File: src/rtl/alu_mc_if.sv
`default_nettype none
// +--------------------------------------------------------------------------+
// | alu_mc_if : request/response handshake bundle for the multi-cycle ALU    |
// | Revision  : 1.0                                                          |
// +--------------------------------------------------------------------------+
interface alu_mc_if #(
  parameter int WIDTH = 32
);
  logic             in_valid;
  logic             in_ready;
  logic [7:0]       op;
  logic [WIDTH-1:0] a;
  logic [WIDTH-1:0] b;
  logic             out_valid;
  logic             out_ready;
  logic [WIDTH-1:0] q0;
  logic [WIDTH-1:0] q1;
  logic [3:0]       st;
  logic             err;

  modport master (
    output in_valid, op, a, b, out_ready,
    input  in_ready, out_valid, q0, q1, st, err
  );

  modport slave (
    input  in_valid, op, a, b, out_ready,
    output in_ready, out_valid, q0, q1, st, err
  );
endinterface
`default_nettype wire

File: src/rtl/alu_mc.sv
`default_nettype none
// +--------------------------------------------------------------------------+
// | alu_mc   : multi-cycle ALU, single-cycle ops plus iterative DIVU/DIVS    |
// | Revision : 1.0                                                           |
// +--------------------------------------------------------------------------+
module alu_mc #(
  parameter int WIDTH = 32
) (
  input  logic     clk,
  input  logic     rst_n,
  alu_mc_if.slave  bus
);

  localparam int               c_SHW     = $clog2(WIDTH);
  localparam int               c_MSB     = WIDTH - 1;
  localparam logic [c_SHW-1:0] c_CNT_MAX = c_SHW'(WIDTH - 1);
  localparam logic [WIDTH-1:0] c_MIN     = {1'b1, {(WIDTH-1){1'b0}}};
  localparam logic [7:0]       c_OP_DIVU = 8'h12;
  localparam logic [7:0]       c_OP_DIVS = 8'h13;

  typedef enum logic [1:0] {
    S_IDLE = 2'd0,
    S_DIV  = 2'd1,
    S_FIX  = 2'd2,
    S_DONE = 2'd3
  } state_t;

  state_t r_state;
  state_t w_state_nxt;
  logic   w_in_ready;
  logic   w_out_valid;

  logic [WIDTH-1:0] r_q0, r_q1;
  logic [3:0]       r_st;
  logic             r_err;
  logic [WIDTH-1:0] r_a, r_b;
  logic             r_signed;
  logic [WIDTH-1:0] r_rem, r_quo, r_dvs;
  logic [c_SHW-1:0] r_cnt;

  logic [WIDTH-1:0]   w_q0, w_q1;
  logic [3:0]         w_st;
  logic               w_err;
  logic               w_div_op;
  logic [c_SHW-1:0]   w_sh, w_shm1, w_shn;
  logic [WIDTH-1:0]   w_srl, w_sll, w_sra, w_ror, w_rol;
  logic               w_co_r, w_co_l;
  logic [WIDTH-1:0]   w_add_x, w_add_y;
  logic               w_add_ci;
  logic [WIDTH:0]     w_add;
  logic [2*WIDTH-1:0] w_prod;
  logic [WIDTH-1:0]   w_mag_a, w_mag_b;

  logic [WIDTH:0]     w_dsh;
  logic               w_ge;
  logic [WIDTH-1:0]   w_dtrial;
  logic [WIDTH-1:0]   w_rem_nxt, w_quo_nxt;
  logic               w_qneg, w_rneg;
  logic [WIDTH-1:0]   w_fq, w_fr;
  logic [WIDTH-1:0]   w_fix_q0, w_fix_q1;
  logic [3:0]         w_fix_st;
  logic               w_fix_err;

  assign w_div_op = (bus.op == c_OP_DIVU) || (bus.op == c_OP_DIVS);

  // Rotates reuse the logical shifts; at amount 0 both halves equal a.
  assign w_sh   = bus.b[c_SHW-1:0];
  assign w_shm1 = w_sh - 1'b1;
  assign w_shn  = -w_sh;
  assign w_srl  = bus.a >> w_sh;
  assign w_sll  = bus.a << w_sh;
  assign w_sra  = $signed(bus.a) >>> w_sh;
  assign w_ror  = w_srl | (bus.a << w_shn);
  assign w_rol  = w_sll | (bus.a >> w_shn);
  assign w_co_r = (w_sh != '0) && bus.a[w_shm1];
  assign w_co_l = (w_sh != '0) && bus.a[w_shn];

  assign w_add_x  = (bus.op == 8'h03) ? '0 : bus.a;
  assign w_add_y  = (bus.op == 8'h01) ? bus.b : ((bus.op == 8'h03) ? ~bus.a : ~bus.b);
  assign w_add_ci = (bus.op != 8'h01);
  assign w_add    = {1'b0, w_add_x} + {1'b0, w_add_y} + {{WIDTH{1'b0}}, w_add_ci};
  assign w_prod   = {{WIDTH{1'b0}}, bus.a} * {{WIDTH{1'b0}}, bus.b};

  assign w_mag_a = ((bus.op == c_OP_DIVS) && bus.a[c_MSB]) ? -bus.a : bus.a;
  assign w_mag_b = ((bus.op == c_OP_DIVS) && bus.b[c_MSB]) ? -bus.b : bus.b;

  always_comb begin
    w_q0  = '0;
    w_q1  = '0;
    w_st  = '0;
    w_err = 1'b0;
    case (bus.op)
      8'h00: begin
        w_q0 = bus.a;
        w_q1 = bus.b;
      end
      8'h01, 8'h02, 8'h03: begin
        w_q0 = w_add[WIDTH-1:0];
        w_st = {w_q0[c_MSB], (w_q0 == '0), w_add[WIDTH],
                (w_add_x[c_MSB] == w_add_y[c_MSB]) && (w_q0[c_MSB] != w_add_x[c_MSB])};
      end
      8'h04: begin
        w_q0 = w_prod[WIDTH-1:0];
        w_q1 = w_prod[2*WIDTH-1:WIDTH];
        w_st = {1'b0, (w_prod == '0), 1'b0, |w_prod[2*WIDTH-1:WIDTH]};
      end
      8'h05: begin
        w_q0 = w_srl;
        w_st = {w_q0[c_MSB], (w_q0 == '0), w_co_r, 1'b0};
      end
      8'h06, 8'h08: begin
        w_q0 = w_sll;
        w_st = {w_q0[c_MSB], (w_q0 == '0), w_co_l, 1'b0};
      end
      8'h07: begin
        w_q0 = w_sra;
        w_st = {w_q0[c_MSB], (w_q0 == '0), w_co_r, 1'b0};
      end
      8'h09: begin
        w_q0 = w_ror;
        w_st = {w_q0[c_MSB], (w_q0 == '0), w_co_r, 1'b0};
      end
      8'h0A: begin
        w_q0 = w_rol;
        w_st = {w_q0[c_MSB], (w_q0 == '0), w_co_l, 1'b0};
      end
      8'h0B: begin w_q0 = ~bus.a;            w_st[2] = (w_q0 == '0); end
      8'h0C: begin w_q0 = bus.a & bus.b;     w_st[2] = (w_q0 == '0); end
      8'h0D: begin w_q0 = bus.a | bus.b;     w_st[2] = (w_q0 == '0); end
      8'h0E: begin w_q0 = bus.a ^ bus.b;     w_st[2] = (w_q0 == '0); end
      8'h0F: begin w_q0 = ~(bus.a & bus.b);  w_st[2] = (w_q0 == '0); end
      8'h10: begin w_q0 = ~(bus.a | bus.b);  w_st[2] = (w_q0 == '0); end
      8'h11: begin w_q0 = ~(bus.a ^ bus.b);  w_st[2] = (w_q0 == '0); end
      8'h12, 8'h13: begin end
      default: w_err = 1'b1;
    endcase
  end

  // Restoring step: remainder stays below the divisor, so W bits suffice.
  assign w_dsh     = {r_rem, r_quo[c_MSB]};
  assign w_ge      = (w_dsh >= {1'b0, r_dvs});
  assign w_dtrial  = w_dsh[WIDTH-1:0] - r_dvs;
  assign w_rem_nxt = w_ge ? w_dtrial : w_dsh[WIDTH-1:0];
  assign w_quo_nxt = {r_quo[WIDTH-2:0], w_ge};

  assign w_qneg = r_signed && (r_a[c_MSB] ^ r_b[c_MSB]);
  assign w_rneg = r_signed && r_a[c_MSB];
  assign w_fq   = w_qneg ? -r_quo : r_quo;
  assign w_fr   = w_rneg ? -r_rem : r_rem;

  always_comb begin
    w_fix_q0  = w_fq;
    w_fix_q1  = w_fr;
    w_fix_err = 1'b0;
    w_fix_st  = '0;
    if (r_b == '0) begin
      w_fix_q0    = '1;
      w_fix_q1    = r_a;
      w_fix_err   = 1'b1;
      w_fix_st[0] = 1'b1;
    end else if (r_signed && (r_a == c_MIN) && (r_b == '1)) begin
      w_fix_q0    = r_a;
      w_fix_q1    = '0;
      w_fix_st[0] = 1'b1;
    end
    w_fix_st[3] = w_fix_q0[c_MSB];
    w_fix_st[2] = (w_fix_q0 == '0);
  end

  always_ff @(posedge clk) begin
    if (!rst_n) begin
      r_state <= S_IDLE;
    end else begin
      r_state <= w_state_nxt;
    end
  end

  always_comb begin
    w_state_nxt = r_state;
    w_in_ready  = 1'b0;
    w_out_valid = 1'b0;
    case (r_state)
      S_IDLE: begin
        w_in_ready = 1'b1;
        if (bus.in_valid) begin
          w_state_nxt = w_div_op ? S_DIV : S_DONE;
        end
      end
      S_DIV: begin
        if (r_cnt == '0) begin
          w_state_nxt = S_FIX;
        end
      end
      S_FIX: w_state_nxt = S_DONE;
      S_DONE: begin
        w_out_valid = 1'b1;
        if (bus.out_ready) begin
          w_state_nxt = S_IDLE;
        end
      end
      default: w_state_nxt = S_IDLE;
    endcase
  end

  always_ff @(posedge clk) begin
    if (!rst_n) begin
      r_q0     <= '0;
      r_q1     <= '0;
      r_st     <= '0;
      r_err    <= 1'b0;
      r_a      <= '0;
      r_b      <= '0;
      r_signed <= 1'b0;
      r_rem    <= '0;
      r_quo    <= '0;
      r_dvs    <= '0;
      r_cnt    <= '0;
    end else begin
      case (r_state)
        S_IDLE: begin
          if (bus.in_valid) begin
            r_a      <= bus.a;
            r_b      <= bus.b;
            r_signed <= (bus.op == c_OP_DIVS);
            if (w_div_op) begin
              r_rem <= '0;
              r_quo <= w_mag_a;
              r_dvs <= w_mag_b;
              r_cnt <= c_CNT_MAX;
            end else begin
              r_q0  <= w_q0;
              r_q1  <= w_q1;
              r_st  <= w_st;
              r_err <= w_err;
            end
          end
        end
        S_DIV: begin
          r_rem <= w_rem_nxt;
          r_quo <= w_quo_nxt;
          r_cnt <= r_cnt - 1'b1;
        end
        S_FIX: begin
          r_q0  <= w_fix_q0;
          r_q1  <= w_fix_q1;
          r_st  <= w_fix_st;
          r_err <= w_fix_err;
        end
        default: begin end
      endcase
    end
  end

  assign bus.in_ready  = w_in_ready;
  assign bus.out_valid = w_out_valid;
  assign bus.q0        = r_q0;
  assign bus.q1        = r_q1;
  assign bus.st        = r_st;
  assign bus.err       = r_err;

endmodule
`default_nettype wire

File: src/flat_wrapper.sv
// flat-port wrapper written by rule: the top's interface ports become plain ports
module alu_mc_flat 
#(
  parameter int WIDTH = 32
)
  (clk, rst_n, bus_in_valid, bus_op, bus_a, bus_b, bus_out_ready, bus_in_ready, bus_out_valid, bus_q0, bus_q1, bus_st, bus_err);
  alu_mc_if #(.WIDTH(WIDTH)) bus_i ();
  input  logic clk;
  input  logic rst_n;
  input wire logic [$bits(bus_i.in_valid)-1:0] bus_in_valid;
  input wire logic [$bits(bus_i.op)-1:0] bus_op;
  input wire logic [$bits(bus_i.a)-1:0] bus_a;
  input wire logic [$bits(bus_i.b)-1:0] bus_b;
  input wire logic [$bits(bus_i.out_ready)-1:0] bus_out_ready;
  output wire logic [$bits(bus_i.in_ready)-1:0] bus_in_ready;
  output wire logic [$bits(bus_i.out_valid)-1:0] bus_out_valid;
  output wire logic [$bits(bus_i.q0)-1:0] bus_q0;
  output wire logic [$bits(bus_i.q1)-1:0] bus_q1;
  output wire logic [$bits(bus_i.st)-1:0] bus_st;
  output wire logic [$bits(bus_i.err)-1:0] bus_err;
  assign bus_i.in_valid = bus_in_valid;
  assign bus_i.op = bus_op;
  assign bus_i.a = bus_a;
  assign bus_i.b = bus_b;
  assign bus_i.out_ready = bus_out_ready;
  assign bus_in_ready = bus_i.in_ready;
  assign bus_out_valid = bus_i.out_valid;
  assign bus_q0 = bus_i.q0;
  assign bus_q1 = bus_i.q1;
  assign bus_st = bus_i.st;
  assign bus_err = bus_i.err;
  alu_mc #(.WIDTH(WIDTH)) u_core (.clk(clk), .rst_n(rst_n), .bus(bus_i));
endmodule
File: config.mk
export PLATFORM = sky130hd
export DESIGN_NAME = alu_mc_flat
export DESIGN_NICKNAME = d
export VERILOG_FILES = /design/src/rtl/alu_mc_if.sv /design/src/rtl/alu_mc.sv /design/src/flat_wrapper.sv
export SDC_FILE = /design/constraint.sdc
export NUM_CORES = 2
export LEC_CHECK = 0
export CAP_MARGIN = 10
export CORE_AREA = 2 2 397 399
export CTS_CLUSTER_SIZE = 24
export DETAILED_ROUTE_END_ITERATION = 16
export DIE_AREA = 0 0 399 401
export SLEW_MARGIN = 20
export SYNTH_ARGS = -nofsm -noshare
export SYNTH_HDL_FRONTEND = slang
export SYNTH_SLANG_ARGS = --single-unit
export TNS_END_PERCENT = 5
File: constraint.sdc
create_clock -name clk -period 13.9 [get_ports clk]
set_input_delay 2.085 -clock clk [delete_from_list [all_inputs] [get_ports clk]]
set_output_delay 2.085 -clock clk [all_outputs]
set_load 0.02 [all_outputs]
==> summary.txt <==
Worst setup path
  • Critical path launch point type: input port
  • Critical path arrival: around 12 ns
  • Worst setup EP type: flip-flop
  • Worst EP required: 14.37 ns
  • Critical path class: input port to flip-flop
  • Worst-path maximum fanout: 14

Logic synthesis
  • Cell area after synthesis: 61950 um^2
  • Most common cell in the synthesized netlist: nand2_1
  • Net Count, Synth: roughly 9100
  • Syn avg cell area: ~8 um^2
  • Top cells by count, synth: nand2_1, fa_1, nor2_1
  • Synth top area cells: fa_1, ha_1, dfxtp_1
  • Number of synthesized flops with an enable pin: 0
  • Flop and latch count out of synthesis: 237
  • Synth top area share: 0.2905
  • Post-synthesis sequential area ratio: 0.07658
  • Leading area contributor after synthesis: fa_1
  • Prevailing post-synth register cell: dfxtp_1
  • Syn. warnings: 0
  • Cell count after synthesis: 7750
  • Post-synth cell types: about 110
  • Ys async rst share: 0

Place
  • DP HPWL: slightly below 300000 um
  • Placed cells: roughly 9600
  • Port buffer count: ~150
  • Routability cong.: between 1 and 1.5

Die
  • IO Pins: 147
  • Area of the die: roughly 160000 um^2
  • Starting density of the core: 0.3980
  • # rows: approximately 150
  • Die span in y: roughly 400 um
  • Die X: 399 um
  • Core footprint: 155700 um^2

Timing
  • Fin crit share: 0.8339
  • Worst-Margin Slew: 1.312 ns
  • Final setup viols: 0
  • Clk_skew: 0.01181 ns
  • Max Freq: 86.27 MHz
  • Post-route minimum period: around 12 ns
  • Slew Viols, Final: 0
  • Endpoints failing hold: 0
  • Worst relative slew slack: 0.1194
  • RSZ-0062 raised after global routing: no
  • Post-route setup TNS: 0 ns

Clock tree
  • # Post-CTS Setup Buffers: 0
  • PostCTS Resize Cnt: 0
  • Clock buffer depth: 3
  • Total CTS buffers: 26
  • Clock Pin Slew Worst Setup and Hold Paths: 0.07 ns
  • Root Driver: clkbuf_16
  • Clock sinks: 237
  • Max H-tree Level: 1
  • Cts hold-fix bufs: 0
  • CTS tree: yes
  • Clock latency at the later pin of the worst-skew pair: 0.57 ns

Layout
  • P&R area growth vs syn: 7.545%
  • Share of post-route cells with drive strength above 1: 0.08453
  • Nets@finish: 8953
  • Non-filler instance count after layout: 9691

GRT
  • Vias in the first global route: 63390
  • Initial antenna violation count: 41
  • First-pass GRT wire length: between 500000 and 600000 um
  • Largest net degree at the start of global routing: 93
  • Total track usage: 0.4598
  • Total gr overflow: 0

Detailed routing
  • Starting DRT DRC Count: ~9400
  • Via Count: 65500
  • Total Wirelength: 375200 um
  • Antenna-violating nets left: 0
  • Avg WL per Cell: 38.71 um
  • Remaining DRCs: 0
  • Drt first pass iters: 8
  • Detailed-route vias per instance: 6.759

Job
  • Max cap viols: 0

Worst hold path
  • Hold Crit Class: flip-flop to flip-flop

Status
  • Status: finished, final reports clean
[cell usage in the layout, fill, tap and decap left out, types with 28 or more instances in the layout]
| master | netlist | routed |
|---|---|---|
| nor2_1 | 819 | 806 |
| nand4_1 | 110 | 110 |
| mux2_2 | 33 | 33 |
| a21oi_1 | 435 | 433 |
| buf_4 | 14 | 273 |
| dfxtp_1 | 237 | 237 |
| nand2_1 | 1246 | 1242 |
| a211oi_1 | 82 | 81 |
| xor2_1 | 68 | 68 |
| fa_1 | 899 | 899 |
| o21ai_0 | 357 | 356 |
| mux4_2 | 123 | 123 |
| diode_2 | 0 | 38 |
| ha_1 | 403 | 400 |
| nand3_1 | 97 | 95 |
| or3_1 | 31 | 31 |
| mux2i_1 | 130 | 130 |
| and3_1 | 35 | 35 |
| o22ai_1 | 41 | 41 |
| a221oi_1 | 109 | 108 |
| nand2b_1 | 41 | 41 |
| xnor2_1 | 143 | 142 |
| clkdlybuf4s50_1 | 0 | 94 |
| o211ai_1 | 64 | 64 |
| a22oi_1 | 29 | 28 |
| nor3_1 | 114 | 111 |
| nor2b_1 | 30 | 30 |
| a31oi_1 | 54 | 54 |
| inv_1 | 690 | 687 |
| buf_2 | 60 | 46 |
| a21o_1 | 68 | 68 |
| nor4_1 | 91 | 89 |
| o31ai_1 | 37 | 37 |
[metrics by stage]
stage	cell area, um^2	utilization	worst slack, ns	hold slack, ns
2_1_floorplan	61950	-	2.553	0.4319
6_report	66630	0.4280	2.309	0.4635
5_1_grt	66540	0.4275	2.206	0.4925
3_3_place_gp	65580	0.4213	2.002	0.4464
3_5_place_dp	65640	0.4217	1.969	0.4571
4_1_cts	66520	0.4273	2.531	0.4659
[layout make-up]
class | count | area [um^2]
antenna | 38 | 95.09
clock buffer | 38 | 745.7
clock inverter | 10 | 138.9
fill | 15860 | 89030
inverter | 721 | 2709
multi-input combinational | 6167 | 52230
sequential | 237 | 4745
tap | 2058 | 2575
timing repair buffer | 422 | 3387
[cell families (layout without fill, tap and decap cells)]
| kind of cell | after synthesis | count (layout) | synth area share |
|---|---|---|---|
| and+or+nand+nor | 2736 | 2736 | 0.1913 |
| DFF | 237 | 237 | 0.07658 |
| xor gates and xnor gates | 212 | 212 | 0.03009 |
| other | 0 | 38 | 0 |
| AOI/OAI and AO/OA | 1631 | 1631 | 0.1743 |
| adders and majority gates | 1302 | 1302 | 0.3719 |
| muxes | 286 | 286 | 0.07172 |
| buffers and inverters | 1346 | 1191 | 0.08412 |
[path summary, 6_finish.rpt]
check	to	from	depth (start not counted)	slack [ns]
worst max-delay path	u_core.bus.st[0]$_SDFFE_PN0P_	bus_b[16]	28	2.31
worst min-delay path	u_core.r_dvs[0]$_SDFFE_PN0P_	u_core.r_dvs[0]$_SDFFE_PN0P_	2	0.46
worst max register to register	u_core.bus.st[2]$_SDFFE_PN0P_	u_core.r_state[0]$_SDFFE_PN0P_	12	8.79
worst min register to register	u_core.r_dvs[0]$_SDFFE_PN0P_	u_core.r_dvs[0]$_SDFFE_PN0P_	2	0.46
[flip-flops by register name (all words and copies together) (netlist names)]
signal,cells
u_core.r_a,32
u_core.r_cnt,5
u_core.r_b,32
u_core.r_dvs,32
u_core.bus.st,4
u_core.r_rem,32
u_core.r_state,2
u_core.bus.q0,32
u_core.bus.q1,32
u_core.r_signed,1
u_core.r_quo,32
u_core.bus.err,1
[metal layers]
layer / vias up / wire length, um / track usage
li1: 26150 / - / -
met1: 33010 / 146200 / 0.6117
met4: 28 / 29720 / 0.2892
met5: - / 170 / 0
met2: 5131 / 151200 / 0.6450
met3: 1180 / 47900 / 0.1411
[worst max-delay path, stage by stage]
cell and delay, ns:
clkdlybuf4s50_1 0.83, inv_1 0.81, buf_4 0.44, nor2_1 0.10, fa_1 0.45, ha_1 0.31
fa_1 0.49, ha_1 0.14, inv_1 0.05, fa_1 0.48, inv_1 0.06, fa_1 0.52
inv_1 0.05, fa_1 0.46, fa_1 0.57, inv_1 0.06, ha_1 0.36, a21oi_1 0.53
o21ai_0 0.44, o21a_1 0.36, a211o_1 0.37, a2111o_1 0.38, o211ai_1 0.32, o21ai_0 0.20
nor4_1 0.23, nand4_1 0.15, or4_4 0.55, o21a_1 0.20
Power is left out: the tool's default activity adds up to more than one toggle a clock period on the data nets, which glitch-free logic cannot reach.
